===== config.mk =====
export PLATFORM = sky130hd
export DESIGN_NAME = msx_config_record_parser
export DESIGN_NICKNAME = d
export VERILOG_FILES = /design/src/rtl/msx_config_record_parser.sv
export SDC_FILE = /design/constraint.sdc
export NUM_CORES = 1
export LEC_CHECK = 0
export BUFFER_PORTS_ARGS = -buffer_cell sky130_fd_sc_hd__buf_2
export CORE_ASPECT_RATIO = 0.6
export CORE_UTILIZATION = 30
export DETAILED_ROUTE_END_ITERATION = 8
export SYNTH_ARGS = -nofsm -noshare
export SYNTH_HDL_FRONTEND = slang
export SYNTH_SLANG_ARGS = --single-unit
export TNS_END_PERCENT = 50

===== constraint.sdc =====
create_clock -name clk -period 2.7 [get_ports clk]
set_clock_uncertainty 0.05 [all_clocks]
set_input_delay 0.27 -clock clk [delete_from_list [all_inputs] [get_ports clk]]
set_output_delay 0.27 -clock clk [all_outputs]
set_load 0.02 [all_outputs]

===== src/rtl/msx_config_record_parser.sv =====
// rtl/msx_config_record_parser.sv - splits the MSX config byte stream into 12-byte records and decodes them
// Optional strict checking of padding and slot/type consistency: MSX_CFG_STRICT_EN.
module msx_config_record_parser #(
  parameter int MAX_RECORDS = 48,
  localparam int IW = (MAX_RECORDS > 1) ? $clog2(MAX_RECORDS) : 1
) (
  input  logic          clk,
  input  logic          reset,
  input  logic          dl_start,
  input  logic          in_valid,
  input  logic [7:0]    in_data,
  output logic          in_ready,
  output logic          rec_valid,
  input  logic          rec_ready,
  output logic [3:0]    rec_typ,
  output logic [1:0]    rec_slot,
  output logic [1:0]    rec_subslot,
  output logic [3:0]    rec_data_id,
  output logic [15:0]   rec_block_count,
  output logic [1:0]    rec_start,
  output logic [7:0]    rec_mode,
  output logic [7:0]    rec_pagemap,
  output logic [7:0]    rec_param,
  output logic [IW-1:0] rec_index,
  output logic          cfg_done,
  output logic [3:0]    slot_expander_en,
  output logic          msx_typ,
  output logic [7:0]    ram_size,
  output logic          err
);

  typedef enum logic [2:0] {IDLE, COLLECT, EMIT, DONE, ERROR} state_t;

  localparam logic [3:0] TYP_NONE   = 4'd0;
  localparam logic [3:0] TYP_CONFIG = 4'd6;
  localparam logic [IW:0] MAX_W     = (IW+1)'(MAX_RECORDS);

  state_t      state, nxt;
  logic [3:0]  cnt;
  logic [7:0]  shadow [0:10];
  logic        accept, last, strict_ok;
  logic [3:0]  typ;
  logic [IW:0] idx_inc;

  assign in_ready  = (state == COLLECT) || (state == DONE) || (state == ERROR);
  assign rec_valid = (state == EMIT);
  assign err       = (state == ERROR);
  assign accept    = in_valid && in_ready;
  assign last      = (state == COLLECT) && accept && (cnt == 4'd11);
  assign typ       = shadow[0][7:4];
  assign idx_inc   = {1'b0, rec_index} + {{IW{1'b0}}, 1'b1};

`ifdef MSX_CFG_STRICT_EN
  logic slot_ok;
  always_comb begin
    slot_ok = 1'b1;
    case (typ)
      4'd2:    slot_ok = (shadow[0][3:2] == 2'd1);
      4'd3:    slot_ok = (shadow[0][3:2] == 2'd2);
      4'd5:    slot_ok = (shadow[0][3:0] == 4'd0);
      default: slot_ok = 1'b1;
    endcase
  end
  // Byte 11 is still on the bus when the record is judged.
  assign strict_ok = slot_ok && (shadow[8] == 8'd0) && (shadow[9] == 8'd0) &&
                     (shadow[10] == 8'd0) && (in_data == 8'd0);
`else
  assign strict_ok = 1'b1;
`endif

  always_ff @(posedge clk) begin
    if (reset) state <= IDLE;
    else       state <= nxt;
  end

  always_comb begin
    nxt = state;
    if (dl_start) begin
      nxt = COLLECT;
    end else begin
      case (state)
        COLLECT: if (last) begin
          if (!strict_ok)                          nxt = ERROR;
          else if (typ == TYP_CONFIG)              nxt = DONE;
          else if (typ == TYP_NONE || typ > TYP_CONFIG) nxt = ERROR;
          else                                     nxt = EMIT;
        end
        EMIT: if (rec_ready) nxt = (idx_inc == MAX_W) ? ERROR : COLLECT;
        default: nxt = state;
      endcase
    end
  end

  always_ff @(posedge clk) begin
    if (reset) begin
      cnt              <= '0;
      rec_typ          <= '0;
      rec_slot         <= '0;
      rec_subslot      <= '0;
      rec_data_id      <= '0;
      rec_block_count  <= '0;
      rec_start        <= '0;
      rec_mode         <= '0;
      rec_pagemap      <= '0;
      rec_param        <= '0;
      rec_index        <= '0;
      cfg_done         <= 1'b0;
      slot_expander_en <= '0;
      msx_typ          <= 1'b0;
      ram_size         <= '0;
      for (int i = 0; i < 11; i++) shadow[i] <= '0;
    end else if (dl_start) begin
      cnt       <= '0;
      rec_index <= '0;
      cfg_done  <= 1'b0;
    end else begin
      if (state == COLLECT && accept) begin
        cnt <= (cnt == 4'd11) ? 4'd0 : cnt + 4'd1;
        if (cnt < 4'd11) shadow[cnt] <= in_data;
      end
      if (last && nxt == EMIT) begin
        rec_typ         <= typ;
        rec_slot        <= shadow[0][3:2];
        rec_subslot     <= shadow[0][1:0];
        rec_data_id     <= shadow[1][3:0];
        rec_block_count <= {shadow[2], shadow[3]};
        rec_start       <= shadow[4][1:0];
        rec_mode        <= shadow[5];
        rec_pagemap     <= shadow[6];
        rec_param       <= shadow[7];
      end
      if (last && nxt == DONE) begin
        slot_expander_en <= shadow[1][3:0];
        msx_typ          <= shadow[1][4];
        ram_size         <= shadow[2];
        cfg_done         <= 1'b1;
      end
      // On overflow the index truncates; the ERROR state makes that visible.
      if (state == EMIT && rec_ready) rec_index <= idx_inc[IW-1:0];
    end
  end

endmodule


==> flow_summary_export.csv <==
group,metric,value,unit
timing,rsz0062_at_grt,"no",
critical_path,cp.arrival,2.70,ns
clocking,cts_buffers,17,
final_layout,multi_input_area,2330,um2
timing,maxSlewHeadroom,37.0,%
clocking,cts_buffer_depth,2,
floorplan,die_area,19700,um2
synth,yosys.area.top_type,"edfxtp_1",
synth,ys_seq_area_share,57.1,%
critical_path,crit_path_cell_trace,"ha_1 > and3b_1 > o311ai_0 > a221o_1 > nor3_2 > buf_12 > mux2i_1",
drt,first_pass_iters,4,
timing,hold_viol,0,
pwr,power,4.62,mW
global_route,grt_max_degree,131,
synth,yosys_warnings,0,
drt,viasPerCell,4.50,
clocking,clkSlewWorstSetupHoldPaths,0.06,ns
pwr,ir_worst_vdd,0.000422,V
drt,routed_wl,13000,um
placed_design,portBuffers,89,
timing,hold_ws,0.153,ns
critical_path,crit_required,2.98,ns
status,outcome,"complete, no violations",
clocking,root_buffer,"clkbuf_16",
pwr,powerDensity,654,nW/um2
placed_design,dp_hpwl,8910,um
synth,yosys-top-cells-count,"124 x nand2b_1, 81 x dfxtp_1, 68 x mux2i_1",
critical_path,critPathSlowestCell,"a221o_1",
critical_path,crit_path_end_kind,"register",
critical_path,r2r_cells,7,
synth,synth-edff-count,55,
timing,worst_slew_pin_slew,0.945,ns
global_route,grt_pass1_vias,3882,
synth,yosysTopAreaCellShare,28.8,%
global_route,grt_usage,13.7,%
synth,synth_most_common_cell,"nand2b_1",
synth,synth.avg_cell_area,11.5,um2
final_layout,syn_to_final_growth,23.1,%
pwr,p_leak,2.80,nW
synth,syn_area,5730,um2
floorplan,io_pins,90,
synth,asyncSetResetFlopFracSynth,0,%
hold_path,whs_endpoint,"state[0]$_SDFF_PP0_",
hold_path,hold_path.startpoint,"dl_start",
synth,synth_fp_nets,514,
critical_path,cp_max_fo,31,
timing,max_freq,414,MHz
critical_path,slowest_delay,0.46,ns
clocking,cts_hold_buf,0,
final_layout,drive_above_1_share,22.7,%
final_layout,regArea,3270,um2
floorplan,core_region_area,18400,um2
final_layout,n_fill_cell,1770,
synth,yosys_register_bits,136,
floorplan,die_h,109,um
placed_design,gp_congestion,0.802,
floorplan,dieWidth,180,um
critical_path,r2r_end,"rec_mode[4]$_SDFFE_PP0P_",
critical_path,rrSetupSlack,0.28,ns
critical_path,cp_num_buf_inv,1,
global_route,antenna_found_initial,1,
drt,ant_nets,0,
drt,wl_per_cell,15.3,um
drt,vias,3820,
floorplan,num_rows,38,
drt,drc_errors,0,
global_route,grt_overflow,0,
timing,fin_setup_tns,0,ns
clocking,clock_latency,0.41,ns
clocking,htreeDepth,4,
critical_path,rr_startpoint,"cnt[1]$_SDFFE_PP0N_",
clocking,cts_tree,"built",
drt,drtIter0Drc,192,
critical_path,path_class,"reg2reg",
synth,synthDistinctLibCells,37,
critical_path,startpoint_type,"register",
floorplan,initial_utilization,31.2,%
global_route,grt_pass1_wl,20300,um
timing,period_share,89.5,%
clocking,cts.sinks,136,
synth,synth_area_leaders,"edfxtp_1 29%, dfxtp_1 28%, nand2b_1 14%",
critical_path,cp_top_family,"compound AO/OA/AOI/OAI gates",
synth,synth_top_flop_cell,"dfxtp_1",
timing,setup_viol,0,
flow_run,maxCapViolCount,0,
hold_path,whs_path_depth,3,
timing,period_needed,2.42,ns
synth,syn_inst,499,
final_layout,nets,610,
clocking,cts_setup_buffers,0,
timing,report.final.slew_viol_count,0,
hold_path,hp-class,"in2reg",
-- area by class of cell --
cell class	instances	area share, %
Timing Repair Buffer	102	7.87
Antenna cell	1	0.0355
Tap cell	240	4.26
Sequential cell	136	46.4
Clock buffer	24	7.45
Inverter	2	0.106
Clock inverter	8	0.904
Multi-Input combinational cell	336	33.0
-- worst min-delay path: stages --
cell and delay [ns]:
buf_2 0.15, nor2_1 0.06, nor2_1 0.09
-- power breakdown --
part / leakage (nW) / switching (mW) / total [mW] / internal (mW)
clock network: 0.288 / 0.854 / 2.30 / 1.44
logic: 1.29 / 0.0849 / 0.141 / 0.0565
registers: 1.22 / 0.0140 / 2.18 / 2.16
-- per-layer routing --
metal  vias to the layer above  global-route usage, %  part of all wire, %
met3                        11                   4.41                  5.6
met1                      1848                   18.4                   50
met5                         -                      0                    0
met4                         0                   4.76                  1.0
met2                        92                   20.7                   43
li1                       1869                      -                    -
-- through the flow --
stage / instance area [um2] / worst slack [ns] / utilization (%) / std cells
3_3_place_gp: 6460 / 0.270 / 35.1 / 816
6_report: 7060 / 0.283 / 38.4 / 849
5_1_grt: 7050 / 0.113 / 38.3 / 848
4_1_cts: 7050 / 0.0957 / 38.3 / 848
3_5_place_dp: 6460 / 0.101 / 35.1 / 816
2_1_floorplan: 5730 / 0.548 / - / 499
-- sequential cells by signal (all words and copies together), names as in the netlist, 6 cells and up --
register         cells
rec_pagemap          8
rec_index            6
rec_block_count     16
rec_mode             8
shadow              55
ram_size             8
rec_param            8
-- cell families after synthesis --
group	after synthesis	synth area share, %
xor gates and xnor gates	5	0.764
and+or+nand+nor	247	25.6
DFF	136	57.1
muxes	69	12.1
AOI/OAI and AO/OA	13	1.44
buffers and inverters	27	2.58
adders and majority gates	2	0.436
-- timing repair --
action                                  CTS  global route
gates resized for setup                   0             2
hold endpoints to repair                  0             0
endpoints found under the setup margin    0            14
-- how the worst max path moves through the flow --
stage                              startpoint                          endpoint  slack [ns]  cells after the start
floorplan           rec_index[2]$_SDFFE_PP0P_   rec_block_count[0]$_SDFFE_PP0P_        0.55                      7
CTS                       cnt[1]$_SDFFE_PP0N_  rec_block_count[10]$_SDFFE_PP0P_         0.1                      6
finish                    cnt[1]$_SDFFE_PP0N_          rec_mode[4]$_SDFFE_PP0P_        0.28                      7
detailed placement        cnt[1]$_SDFFE_PP0N_  rec_block_count[10]$_SDFFE_PP0P_        0.10                      6
global placement          cnt[1]$_SDFFE_PP0N_  rec_block_count[11]$_SDFFE_PP0P_        0.27                      6
global route              cnt[1]$_SDFFE_PP0N_       rec_data_id[3]$_SDFFE_PP0P_        0.11                      7
-- placed cells by master (no fill, tap or decap), types with 2 or more instances in the layout --
master       n
clkinv_1     3
nand3b_1     2
clkbuf_16   20
inv_1        2
a21oi_1      5
a21o_1       2
dfxtp_1     80
nor2_1      25
clkbuf_1     3
or2_2        5
edfxtp_1    55
nand2b_1   124
nor3_1       9
nand3_1      3
xor2_1       3
clkinv_2     3
mux2i_1     68
buf_4       12
or2_1        3
and3_1       2
buf_2       89
ha_1         2
nand2_1     10
o21ai_0      2
nor3b_1      3
and2_1      52
xnor2_1      2
Note: power is estimated with default switching activity, not from simulation.
